[src/rtl/run_stream_packer.sv]
// Packs a binarised pixel stream into (start,end) runs plus line/frame markers
// in a first-word-fall-through FIFO. Optional macro: RUN_MIN_LEN_EN drops short runs.
module run_stream_packer #(
   parameter int COL_W       = 10,
   parameter int FIFO_DEPTH  = 32,
   parameter int MIN_RUN_LEN = 2
) (
   input  logic               clk,
   input  logic               rst,
   input  logic               end_frame_in,
   input  logic               end_line_in,
   input  logic               new_pixel,
   input  logic               pixel,
   input  logic               rd_en,
   output logic [2*COL_W:0]   dout,
   output logic               empty,
   output logic               full,
   output logic               overflow
);

   localparam int AW = $clog2(FIFO_DEPTH);
   localparam int DW = 2*COL_W + 1;
   localparam logic [COL_W-1:0] COL_MAX = '1;
   localparam logic [COL_W-1:0] COL_ONE = {{(COL_W-1){1'b0}}, 1'b1};
   localparam logic [AW-1:0]    PTR_ONE = {{(AW-1){1'b0}}, 1'b1};
   localparam logic [AW:0]      CNT_ONE = {{AW{1'b0}}, 1'b1};
   localparam logic [AW:0]      DEPTH_C = (AW+1)'(FIFO_DEPTH);
   localparam logic [DW-1:0]    EOL_WORD = {1'b1, {(2*COL_W){1'b0}}};
   localparam logic [DW-1:0]    EOF_WORD = '1;

   if (FIFO_DEPTH < 4 || (FIFO_DEPTH & (FIFO_DEPTH - 1)) != 0 || MIN_RUN_LEN < 1) begin : g_bad_cfg
      $error("run_stream_packer: FIFO_DEPTH must be a power of two >= 4 and MIN_RUN_LEN >= 1");
   end

   function automatic logic [COL_W-1:0] sat_inc(input logic [COL_W-1:0] v);
      return (v == COL_MAX) ? v : v + COL_ONE;
   endfunction

   function automatic logic run_keep(input logic [COL_W-1:0] s, input logic [COL_W-1:0] e);
`ifdef RUN_MIN_LEN_EN
      logic [COL_W:0] len;
      len = {1'b0, e} - {1'b0, s} + {{COL_W{1'b0}}, 1'b1};
      return len >= (COL_W+1)'(MIN_RUN_LEN);
`else
      return e >= s;
`endif
   endfunction

   // run detection state
   logic [COL_W-1:0] r_col;
   logic             r_sat;
   logic             r_in_run;
   logic [COL_W-1:0] r_start;

   // staged run awaiting its FIFO slot
   logic             r_run_vld_p1;
   logic             r_run_first_p1;
   logic [COL_W-1:0] r_run_start_p1;
   logic [COL_W-1:0] r_run_end_p1;
   logic             r_pend_eol;
   logic             r_pend_eof;

   // FIFO storage
   logic [DW-1:0]    r_mem [FIFO_DEPTH];
   logic [AW-1:0]    r_wr_ptr;
   logic [AW-1:0]    r_rd_ptr;
   logic [AW:0]      r_count;
   logic [DW-1:0]    r_last;
   logic             r_overflow;

   logic             w_pulse;
   logic             w_pix;
   logic             w_open;
   logic             w_close_pix;
   logic             w_close_pulse;
   logic             w_close;
   logic [COL_W-1:0] w_close_end;
   logic             w_take_run;
   logic             w_take_eol;
   logic             w_take_eof;
   logic             w_wr_req;
   logic [DW-1:0]    w_wr_data;
   logic             w_rd;
   logic             w_wr;

   // Once the last column has been counted, later pixels are ignored so a run
   // touching that column can only be closed by a line/frame pulse.
   assign w_pulse       = end_line_in | end_frame_in;
   assign w_pix         = new_pixel & ~w_pulse & ~r_sat;
   assign w_open        = w_pix & pixel & ~r_in_run;
   assign w_close_pix   = w_pix & ~pixel & r_in_run;
   assign w_close_pulse = w_pulse & r_in_run;
   assign w_close       = w_close_pix | w_close_pulse;
   assign w_close_end   = (w_close_pulse && r_sat) ? COL_MAX : r_col - COL_ONE;

   // A run closed by the pulse precedes its markers; a later run waits behind them.
   assign w_take_run = r_run_vld_p1 & (r_run_first_p1 | ~(r_pend_eol | r_pend_eof));
   assign w_take_eol = ~w_take_run & r_pend_eol;
   assign w_take_eof = ~w_take_run & ~r_pend_eol & r_pend_eof;
   assign w_wr_req   = (w_take_run & run_keep(r_run_start_p1, r_run_end_p1))
                       | w_take_eol | w_take_eof;

   always_comb begin
      w_wr_data = EOF_WORD;
      if (w_take_run) begin
         w_wr_data = {1'b0, r_run_start_p1, r_run_end_p1};
      end else if (w_take_eol) begin
         w_wr_data = EOL_WORD;
      end
   end

   assign empty    = (r_count == '0);
   assign full     = (r_count == DEPTH_C);
   assign overflow = r_overflow;
   assign w_rd     = rd_en & ~empty;
   assign w_wr     = w_wr_req & (~full | w_rd);
   assign dout     = empty ? r_last : r_mem[r_rd_ptr];

   // stage p0: column counting and run tracking
   always_ff @(posedge clk or negedge rst) begin
      if (!rst) begin
         r_col    <= '0;
         r_sat    <= 1'b0;
         r_in_run <= 1'b0;
      end else begin
         if (w_pulse) begin
            r_col    <= '0;
            r_sat    <= 1'b0;
            r_in_run <= 1'b0;
         end else begin
            if (new_pixel && !r_sat) begin
               r_col <= sat_inc(r_col);
               r_sat <= (r_col == COL_MAX);
            end
            if (w_open) begin
               r_in_run <= 1'b1;
            end else if (w_close_pix) begin
               r_in_run <= 1'b0;
            end
         end
      end
   end

   always_ff @(posedge clk) begin
      if (w_open) begin
         r_start <= r_col;
      end
      if (w_close) begin
         r_run_start_p1 <= r_start;
         r_run_end_p1   <= w_close_end;
      end
   end

   // stage p1: staged run and pending markers feed the FIFO write port
   always_ff @(posedge clk or negedge rst) begin
      if (!rst) begin
         r_run_vld_p1   <= 1'b0;
         r_run_first_p1 <= 1'b0;
         r_pend_eol     <= 1'b0;
         r_pend_eof     <= 1'b0;
      end else begin
         if (w_close) begin
            r_run_vld_p1   <= 1'b1;
            r_run_first_p1 <= w_close_pulse;
         end else if (w_take_run) begin
            r_run_vld_p1   <= 1'b0;
            r_run_first_p1 <= 1'b0;
         end
         r_pend_eol <= (r_pend_eol & ~w_take_eol) | end_line_in;
         r_pend_eof <= (r_pend_eof & ~w_take_eof) | end_frame_in;
      end
   end

   // stage p2: FIFO
   always_ff @(posedge clk) begin
      if (w_wr) begin
         r_mem[r_wr_ptr] <= w_wr_data;
      end
   end

   always_ff @(posedge clk or negedge rst) begin
      if (!rst) begin
         r_wr_ptr   <= '0;
         r_rd_ptr   <= '0;
         r_count    <= '0;
         r_last     <= '0;
         r_overflow <= 1'b0;
      end else begin
         if (w_wr) begin
            r_wr_ptr <= r_wr_ptr + PTR_ONE;
         end
         if (w_rd) begin
            r_rd_ptr <= r_rd_ptr + PTR_ONE;
            r_last   <= r_mem[r_rd_ptr];
         end
         case ({w_wr, w_rd})
            2'b10:   r_count <= r_count + CNT_ONE;
            2'b01:   r_count <= r_count - CNT_ONE;
            default: r_count <= r_count;
         endcase
         if (w_wr_req && full && !w_rd) begin
            r_overflow <= 1'b1;
         end
      end
   end

endmodule

[config.mk]
export PLATFORM = sky130hd
export DESIGN_NAME = run_stream_packer
export DESIGN_NICKNAME = d
export VERILOG_FILES = /design/src/rtl/run_stream_packer.sv
export SDC_FILE = /design/constraint.sdc
export NUM_CORES = 1
export LEC_CHECK = 0
export ABC_AREA = 1
export BUFFER_PORTS_ARGS = -buffer_cell sky130_fd_sc_hd__buf_2
export CAP_MARGIN = 10
export CORE_MARGIN = 3
export CORE_UTILIZATION = 32
export CTS_BUF_LIST = sky130_fd_sc_hd__clkbuf_4
export DETAILED_ROUTE_END_ITERATION = 8
export PLACE_DENSITY_LB_ADDON = 0.25
export SLEW_MARGIN = 15
export SYNTH_ARGS = -nofsm -noshare
export SYNTH_HDL_FRONTEND = slang
export SYNTH_SLANG_ARGS = --single-unit
[constraint.sdc]
create_clock -name clk -period 3.4 [get_ports clk]
set_clock_uncertainty 0.1 [all_clocks]
set_input_delay 0.17 -clock clk [delete_from_list [all_inputs] [get_ports clk]]
set_output_delay 0.17 -clock clk [all_outputs]
set_load 0.005 [all_outputs]
# Yosys cells after proc, flatten, opt, wreduce, memory -nomap -nowiden
# Memories as Yosys holds them, arrays and structs flattened.
# Cells that the tools add are included.
[classes] add_sub_neg=6 multipliers=0 div=0 order_cmp=1 n_eq_ne=5 shift=0 mux=17 bitwise=36 reduce_logical=12
[op_table] cell="21-bit 2-to-1 mux" n=2
[op_table] cell="10-bit 2-to-1 mux" n=3
[op_table] cell="20-bit 2-to-1 mux" n=1
[op_table] cell="1-bit bitwise AND" n=16
[op_table] cell="6-bit one-hot mux with 2 select lines" n=1
[op_table] cell="1-bit NOT" n=11
[op_table] cell="10-bit by 1-bit adder with 10-bit output, second input constant" n=1
[op_table] cell="5-bit by 1-bit adder with 5-bit output, second input constant" n=2
[op_table] cell="10-bit == test, second input constant" n=1
[op_table] cell="10-bit greater-or-equal comparator" n=1
[op_table] cell="1-bit 2-to-1 mux" n=10
[op_table] cell="10-bit by 1-bit subtractor with 10-bit output, second input constant" n=1
[op_table] cell="1-bit OR" n=9
[op_table] cell="6-bit by 1-bit adder with 6-bit output, second input constant" n=1
[op_table] cell="6-bit == test, second input constant" n=1
[op_table] cell="6-bit logical NOT" n=1
[op_table] cell="2-bit nonzero test" n=3
[op_table] cell="6-bit by 1-bit subtractor with 6-bit output, second input constant" n=1
[op_table] cell="1-bit logical AND" n=4
[op_table] cell="3-bit nonzero test" n=1
[op_table] cell="2-bit by 1-bit == test with 1-bit output, second input constant" n=1
[op_table] cell="2-bit == test, second input constant" n=1
[op_table] cell="1-bit logical NOT" n=2
[op_table] cell="2-bit inequality test, second input constant" n=1
[op_table] cell="2-bit AND reduction" n=1
[word_totals] ff_bits=84 latch_bits=0 ram_bits=672 rom_bits=0 out_inout_bits=24 elab_cells=93 n_memories=1
[memory_table] memory="r_mem" depth=32 width=21 read_ports=1 rd_clocked_by_memory_dff=0 write_ports=1 line="64" source="logic [DW-1:0] r_mem [FIFO_DEPTH];"

# Depth between registers and ports, before layout
# Gate-level depths: netlist of the first run.
[logic_depth] word_depth=11 ltp_mapped=23 depth_no_buf=22

# Worst setup path before layout of the first run
# Ideal clock, no wire load.
[synth_path] kind="register -> register" from="register r_pend_eol" to="memory r_mem[0][11] (netlist bit) (data pin)" arrival_time_ns=2.488 t_required_ns=2.845 slack_ns=0.358 stages_incl_launch_ff=5 path_buffers=1 path_cell_list="dfrtp_1 o21bai_2 nand2_1 clkbuf_1 o21ai_0"
[synth_between] elab_chain_cells=8
[synth_lines] element="start, declared" line="60" source="logic r_pend_eol;"
[synth_lines] element="start signal, assigned" line="169" source="r_pend_eol <= (r_pend_eol & ~w_take_eol) | end_line_in;"
[synth_lines] element="1-bit OR" line="97" source="assign w_take_run = r_run_vld_p1 & (r_run_first_p1 | ~(r_pend_eol | r_pend_eof));"
[synth_lines] element="1-bit NOT" line="97"
[synth_lines] element="1-bit OR" line="97"
[synth_lines] element="1-bit bitwise AND" line="97"
[synth_lines] element="1-bit NOT" line="98" source="assign w_take_eol = ~w_take_run & r_pend_eol;"
[synth_lines] element="1-bit bitwise AND" line="98"
[synth_lines] element="20-bit 2-to-1 mux" line="107" source="end else if (w_take_eol) begin"
[synth_lines] element="21-bit 2-to-1 mux *" line="105" source="if (w_take_run) begin"
[synth_lines] element="via w_wr_data[11]" line="82" source="logic [DW-1:0] w_wr_data;"
[synth_lines] element="end, declared" line="64"
# Mark *: on every way through the listed nets, which the timed path passes. The rest lies on a longest branch.

# Worst setup path after layout of the first run
[layout_path] from="register r_rd_ptr[1]" to="output dout[5]"
[layout_between] elab_chain_cells=2
[layout_lines] element="start, declared" line="66" source="logic [AW-1:0] r_rd_ptr;"
[layout_lines] element="start signal, assigned" line="193" source="r_rd_ptr <= r_rd_ptr + PTR_ONE;"
[layout_lines] element="memory 32 x 21 bit"
[layout_lines] element="21-bit 2-to-1 mux" line="117" source="assign dout = empty ? r_last : r_mem[r_rd_ptr];"
[layout_lines] element="end, declared" line="15" source="output logic [2*COL_W:0] dout,"
# Every way passes these cells.

==> results of run 1 <==
layout make-up:
class,instances,share of cell area
diodes,2,0.000130
clock buffers,297,0.0578
clock inverters,58,0.00947
inverters,128,0.0134
multi-input cells,1937,0.236
flip-flops and latches,756,0.581
well taps,1287,0.0417
repair buffers,208,0.0577
repair inverters,6,0.00269
path summary, 6_finish.rpt:
check | startpoint | endpoint | cells past startpoint
setup / recovery | r_rd_ptr[1] | dout[5] | 11
hold / removal | r_start[2] | r_run_start_p1[2] | 0
setup reg to reg | r_run_end_p1[5] | r_count[4] | 19
hold reg to reg | r_start[2] | r_run_start_p1[2] | 0
max in group asynchronous | rst | r_pend_eol | 6
min in group asynchronous | rst | r_col[4] | 5
per-layer routing:
metal  wire (um)  global-route usage  up-vias  share of wire
met5           0                   0        -              0
met2       45800               0.296      634           0.48
met3        4840              0.0388      144          0.051
met4        1980              0.0567        0          0.021
li1            -                   -    10700              -
met1       42500               0.239    11100           0.45
what timing repair did:
action	CTS	global route
buffers inserted	22	11
cloned	14	6
gates resized for setup	174	107
pin swaps	36	60
hold buffers	16	0
endpoints found under the setup margin	21	21
hold endpoints to repair	190	0
Yosys cell counts:
cell type	number
sky130_fd_sc_hd__a21boi_0	1
sky130_fd_sc_hd__a21o_1	2
sky130_fd_sc_hd__a21oi_1	47
sky130_fd_sc_hd__a31o_2	2
sky130_fd_sc_hd__a31oi_1	1
sky130_fd_sc_hd__buf_1	16
sky130_fd_sc_hd__buf_2	72
sky130_fd_sc_hd__buf_4	4
sky130_fd_sc_hd__buf_6	14
sky130_fd_sc_hd__clkbuf_1	52
sky130_fd_sc_hd__clkinv_1	3
sky130_fd_sc_hd__dfrtp_1	54
sky130_fd_sc_hd__edfxtp_1	702
sky130_fd_sc_hd__ha_1	20
sky130_fd_sc_hd__inv_1	121
sky130_fd_sc_hd__inv_2	3
sky130_fd_sc_hd__inv_4	1
sky130_fd_sc_hd__nand2_1	976
sky130_fd_sc_hd__nand2_2	4
sky130_fd_sc_hd__nand3_1	348
sky130_fd_sc_hd__nand3b_1	1
sky130_fd_sc_hd__nand4_1	10
sky130_fd_sc_hd__nor2_1	352
sky130_fd_sc_hd__nor2_2	1
sky130_fd_sc_hd__nor3_1	13
sky130_fd_sc_hd__o21ai_0	138
sky130_fd_sc_hd__o21ai_1	2
sky130_fd_sc_hd__o21bai_1	2
sky130_fd_sc_hd__o21bai_2	1
sky130_fd_sc_hd__o22ai_1	1
sky130_fd_sc_hd__or2_2	2
sky130_fd_sc_hd__xnor2_1	1
sky130_fd_sc_hd__xor2_1	12
logic make-up after synthesis:
kind of cell | after synthesis
DFF | 756
and+or+nand+nor | 1707
AOI/OAI and AO/OA | 197
xor gates and xnor gates | 13
adders and majority gates | 20
buffers and inverters | 286
power groups by stage:
stage | clock, mW | combinational (mW) | sequential [mW]
floorplan | 0 | 7.01 | 12.0
CTS | 8.31 | 13.5 | 11.9
global placement | 0 | 11.6 | 12.2
detailed placement | 0 | 11.6 | 12.2
global route | 8.77 | 15.6 | 12.0
finish | 8.06 | 14.3 | 11.9
worst max-delay path: stages (launching register included):
cell                      delay [ns]
sky130_fd_sc_hd__dfrtp_4        0.57
sky130_fd_sc_hd__inv_12         0.12
sky130_fd_sc_hd__buf_12         0.11
sky130_fd_sc_hd__buf_4          0.17
sky130_fd_sc_hd__nor2_1         0.06
sky130_fd_sc_hd__o21ai_1        0.16
sky130_fd_sc_hd__nand3_1        0.21
sky130_fd_sc_hd__nand3_2        0.13
sky130_fd_sc_hd__nand2_2        0.10
sky130_fd_sc_hd__nand3_1        0.11
sky130_fd_sc_hd__nand2_2        0.10
sky130_fd_sc_hd__buf_2          0.15
registers in the layout, indices dropped and copies added (netlist names), 5 cells and up:
register	count
r_rd_ptr	5
r_run_start_p1	10
r_start	10
r_col	10
r_last	21
r_wr_ptr	5
r_count	6
r_run_end_p1	10
r_mem	672
stage by stage:
step	TNS (ns)	instance area [um2]	hold WS [ns]	power [mW]	cells
after floorplan	0	32000	-0.226	19.0	2979
after global placement	0	34200	0.0698	23.7	4255
after detailed placement	0	34200	0.0690	23.8	4255
after CTS	-0.210	38000	0.264	33.7	4662
after global routing	-0.997	38600	0.316	36.3	4679
final	0	38600	0.318	34.3	4679
==> impl_metrics.toml, run 1 <==
[sta]
worst_pin_slew_ns = 1.16
max_clock_freq_mhz = 303
final_min_period_over_clock_period = 0.971
timing.final.crit_period_ns = 3.30
relSlewSlack = 0.228
report.final.setup_viol = 0
final_critical_path_setup_slack_ns = 0.0975
final-max-slew-violation-count = 0
unrepaired_setup_endpoints_after_global_routing = "true"
hold_viol = 0

[logic_synthesis]
post_synth_net_total = 3006
synth_compound_area_frac = 0.0317
yosys_top_cell_area_share = 0.659
synth_area_um2 = 32000
synth_top_family_by_area = "simple AND/OR/NAND/NOR gates"
synth-seq-cells = 756
basic_gate_share_of_the_synthesized_area_counting_and_or_nand_and_nor_cells = 0.216
post_synth_mux_area_share = 0
synth-seq-area-share = 0.701
synth.distinct_cells = 33
synth-xor-area-share = 0.00356
synthesized_area_per_cell_um2 = 10.7
synth_top_cell_by_area = "sky130_fd_sc_hd__edfxtp_1"
synth.top_cells.by_area = "sky130_fd_sc_hd__edfxtp_1 (66%), sky130_fd_sc_hd__nand2_1 (11%), sky130_fd_sc_hd__nand3_1 (5.4%), sky130_fd_sc_hd__dfrtp_1 (4.2%), sky130_fd_sc_hd__nor2_1 (4.1%)"
synthCells = 2979
synth_warnings = 0
synthAdderAreaFrac = 0.00782

[final_layout]
finish.utilization = 0.391
final_cell_mix = "sky130_fd_sc_hd__nand2_1 (907), sky130_fd_sc_hd__edfxtp_1 (702), sky130_fd_sc_hd__nand3_1 (319), sky130_fd_sc_hd__clkbuf_4 (297), sky130_fd_sc_hd__nor2_1 (282)"
layout.filler_cells = 9656
mostFrequentLayoutCell = "sky130_fd_sc_hd__nand2_1"
multiInputGateArea_um2 = 9100
area.growth.synth_to_final_pct = 20.6
finalNetCount = 3257
ff_latch_area_um2 = 22400
fraction_of_final_layout_cells_with_drive_strength_greater_than_1 = 0.217

[routing]
drt_iter0_drc = 1492
1st_pass_router_iterations = 5
avgViaCountPerCell = 4.84
routed_wirelength_mm = 95.1
vias = 22600
route.detailed.drc = 0
postRouteAntennaNets = 0
wl_per_cell_um = 20.3

[critical_path]
worstSetupEndpointType = "output port"
reg2reg_setup_slack_ns = 0.42
arrival_ns = 3.03
crit_path_start_kind = "flip-flop"
critical_path.max_fanout = 10
path_class = "flip-flop to output port"
required_ns = 3.13

[clocking]
cts-htree-levels = 4
clock_latency_ns = 1.03
cts_tree = "built"
worst_setup_hold_path_clk_slew_ns = 0.07
cts_inserted_buffers = 193
clock_tree.buffer_depth = 3
clockRootBuffer = "sky130_fd_sc_hd__clkbuf_4"
clkSinkCount = 756

[power]
powerDensity_nw_per_um2 = 889
vdd_drop_max_uv = 410
power.sequential.fraction = 0.347
cellLeakagePower_nw = 14.9
combPwrFrac = 0.418
swShare = 0.401
pwr-share-clk = 0.235
net-switching-power_mw = 13.8
internal_power_mw = 20.6

[global_route]
antenna_found_initial = 3
number_of_global_route_vias_before_repair = 22100
grt_first_pass_wirelength_mm = 139
grt_start_max_net_pins = 83
grt-ovfl-total = 0
total_track_usage = 0.180

[floorplan]
coreArea_um2 = 98700
start_util = 0.324
die_area_um2 = 104000
die_x_um = 322
rows = 115
design.portCount = 31
fp.dieH_um = 322

[place]
place_congestion = 0.784
place_worst_setup_slack_ns = 0.329
portBuffers = 30
dp_hpwl_mm = 53.8

[status]
run_status = "finished, final reports clean"

[flow_run]
maxCapViolCount = 0

[hold_path]
holdCritPathClass = "flip-flop to flip-flop"
Power figures use the tool's default switching activity.
==> inputs of run 2 (changes only) <==
--- a/config.mk
+++ b/config.mk
@@ -5,7 +5,6 @@
 export SDC_FILE = /design/constraint.sdc
 export NUM_CORES = 1
 export LEC_CHECK = 0
-export ABC_AREA = 1
 export BUFFER_PORTS_ARGS = -buffer_cell sky130_fd_sc_hd__buf_2
 export CAP_MARGIN = 10
 export CORE_MARGIN = 3
==> run 2 against run 1 <==
  * Critical endpoint is now dout[10]
  * Combinational power shrank 20%
  * Design area decreased by 5.4%
  * Worst setup slack got worse by 0.36 ns
  * Global-route usage is 2.3 points lower
  * Register-to-register slack got worse by 0.17 ns
  * Sequential cell count unchanged
  * Die area fell by 6.7%
  * The flow now finishes with violations (negative setup slack)
==> impl_metrics.toml, run 2 <==
[status]
run_status = "finished with violations"
violated_checks = "negative setup slack"

[routing]
1st_pass_router_iterations = 4
wl_per_cell_um = 23.1
postRouteAntennaNets = 0
route.detailed.drc = 0
routed_wirelength_mm = 77.1
drt_iter0_drc = 1306
avgViaCountPerCell = 4.94
vias = 16500

[logic_synthesis]
synth_top_cell_by_area = "sky130_fd_sc_hd__edfxtp_1"
post_synth_net_total = 1640
netlist_top_cells_count = "sky130_fd_sc_hd__edfxtp_1 (702), sky130_fd_sc_hd__mux2i_1 (130), sky130_fd_sc_hd__mux4_2 (104), sky130_fd_sc_hd__nand2_1 (90), sky130_fd_sc_hd__nor2_1 (60)"
synthCells = 1613
synthesized_area_per_cell_um2 = 18.5
synth_area_um2 = 29800
synth_warnings = 0
ys_async_sr_fraction = 0.0714
synth.distinct_cells = 63
synth-seq-area-share = 0.752
yosys_top_cell_area_share = 0.707
postSynth.topFlopCell = "sky130_fd_sc_hd__edfxtp_1"
synth.top_cells.by_area = "sky130_fd_sc_hd__edfxtp_1 (71%), sky130_fd_sc_hd__mux4_2 (7.9%), sky130_fd_sc_hd__dfrtp_1 (4.5%), sky130_fd_sc_hd__mux2i_1 (4.4%), sky130_fd_sc_hd__o22ai_1 (1.2%)"
synth_most_common_cell = "sky130_fd_sc_hd__edfxtp_1"
synth_enable_flop_cells = 702
synth-seq-cells = 756

[critical_path]
required_ns = 3.13
cp_num_buf_inv = 5
path_delay_family = "buffers and inverters"
arrival_ns = 3.39
crit_path_start_kind = "flip-flop"
critical_path.max_fanout = 8
rr_worst_depth = 9
worstSetupEndpointType = "output port"
path_class = "flip-flop to output port"
crit_slowest_cell = "sky130_fd_sc_hd__dfrtp_4"
reg2reg_setup_slack_ns = 0.25
reg_to_reg_critical_path_endpoint = "r_mem[19][15]"
reg_to_reg_start = "r_run_start_p1[0]"
worst_path_largest_cell_delay_ns = 0.49
critical_path.cell_chain = "buf_12, buf_16, buf_8, mux4_2, a22o_4, o41ai_4, buf_4, o21ai_2, buf_2"
path_depth = 9

[clocking]
clkSinkCount = 756
cts_tree = "built"
cts-htree-levels = 4
clock_latency_ns = 0.99
worst_setup_hold_path_clk_slew_ns = 0.06
clock_tree.buffer_depth = 3
clockRootBuffer = "sky130_fd_sc_hd__clkbuf_4"
cts_inserted_buffers = 192

[power]
powerDensity_nw_per_um2 = 861
cellLeakagePower_nw = 12.6
net-switching-power_mw = 10.4
vdd_drop_max_uv = 539
combPwrFrac = 0.367
pwr-share-clk = 0.251
swShare = 0.332
power.sequential.fraction = 0.381
internal_power_mw = 21.0

[global_route]
number_of_global_route_vias_before_repair = 17300
grt-ovfl-total = 0
grt_start_max_net_pins = 56
antenna_found_initial = 3
grt_first_pass_wirelength_mm = 112
total_track_usage = 0.157

[final_layout]
mostFrequentLayoutCell = "sky130_fd_sc_hd__edfxtp_1"
finalNetCount = 1965
largest_register_ffs = 672
fraction_of_final_layout_cells_with_drive_strength_greater_than_1 = 0.371
layout.filler_cells = 8397
ff_latch_area_um2 = 22400
stdcell_area_um2 = 36500
area.growth.synth_to_final_pct = 22.5
final_cell_mix = "sky130_fd_sc_hd__edfxtp_1 (702), sky130_fd_sc_hd__clkbuf_4 (293), sky130_fd_sc_hd__buf_4 (135), sky130_fd_sc_hd__mux2i_1 (130), sky130_fd_sc_hd__mux4_2 (104)"
regMostFlops = "r_mem"
reg.largest.list = "r_mem: 672 flops, r_last: 21 flops"
multiInputGateArea_um2 = 7650
finish.utilization = 0.397

[flow_run]
maxCapViolCount = 0

[floorplan]
design.portCount = 31
rows = 111
die_x_um = 311
start_util = 0.324
die_area_um2 = 96900
coreArea_um2 = 92100
fp.dieH_um = 311

[sta]
worst_hold_slack_ns = 0.220
final_critical_path_setup_slack_ns = -0.260
unrepaired_setup_endpoints_after_global_routing = "true"
timing.final.crit_period_ns = 3.66
max_clock_freq_mhz = 273
hold_viol = 0
final-max-slew-violation-count = 0
report.final.setup_viol = 21
final_min_period_over_clock_period = 1.08
worst_pin_slew_ns = 0.937
relSlewSlack = 0.375

[place]
dp_hpwl_mm = 44.1
placed_instance_area_um2 = 32400
place_congestion = 0.753
portBuffers = 30

[hold_path]
holdCritPathClass = "input pin to async pin"
run 2: stage by stage:
step	setup TNS, ns	cells	setup slack (ns)	power (mW)
finish	-3.37	3335	-0.260	31.4
global route	-7.37	3335	-0.429	33.0
CTS	-6.93	3298	-0.384	30.8
detailed placement	0	2919	0.116	21.6
global placement	0	2919	0.0910	21.4
floorplan	0	1613	0.0115	17.4
run 2: logic make-up after synthesis:
family | share of synthesized area
fa+ha+maj | 0.00839
simple gates | 0.0338
flops | 0.752
buf+inv | 0.0178
xor+xnor | 0.00764
mux | 0.123
compound gates | 0.0573
run 2: worst register-to-register path, delay by kind of cell (launching register included):
family	cells	cell delay, ns
compound gates	3	0.50
buf+inv	2	0.50
simple gates	3	1.07
flops	1	0.41
fa+ha+maj	1	0.29
run 2: layout make-up:
| class | count | share of cell area |
|---|---|---|
| repair buffers | 226 | 0.0609 |
| flip-flops and latches | 756 | 0.615 |
| diodes | 3 | 0.000206 |
| inverters | 18 | 0.00199 |
| well taps | 1243 | 0.0426 |
| clock buffers | 293 | 0.0602 |
| multi-input cells | 744 | 0.210 |
| clock inverters | 52 | 0.00977 |
run 2: repair_timing:
item | 4_1_cts | 5_1_grt
cloned | 3 | 4
endpoints found under the hold margin | 143 | 0
buffers inserted | 17 | 34
gates resized for setup | 105 | 58
hold buffers | 14 | 0
pin swaps | 16 | 35
setup endpoints to repair | 21 | 22
run 2: power by group through the flow:
stage | logic (mW) | registers, mW | clock network, mW
global placement | 9.23 | 12.2 | 0
CTS | 10.7 | 12.0 | 8.13
global route | 12.2 | 12.1 | 8.67
detailed placement | 9.30 | 12.3 | 0
floorplan | 5.45 | 12.0 | 0
finish | 11.5 | 12.0 | 7.90
run 2: metal layers:
| metal | global-route usage | vias to the layer above | part of all wire |
|---|---|---|---|
| met5 | 0 | - | 0 |
| met1 | 0.207 | 8552 | 0.44 |
| met4 | 0.0602 | 0 | 0.031 |
| met2 | 0.254 | 481 | 0.48 |
| li1 | - | 7320 | - |
| met3 | 0.0343 | 134 | 0.052 |
run 2: worst max-delay path by stage:
stage	start	endpoint	slack [ns]
global route	r_rd_ptr[0]	dout[10]	-0.43
CTS	r_rd_ptr[0]	dout[1]	-0.38
finish	r_rd_ptr[0]	dout[10]	-0.26
detailed placement	r_run_end_p1[3]	r_count[4]	0.12
global placement	r_run_start_p1[3]	r_count[4]	0.09
floorplan	r_pend_eol	r_count[4]	0.01
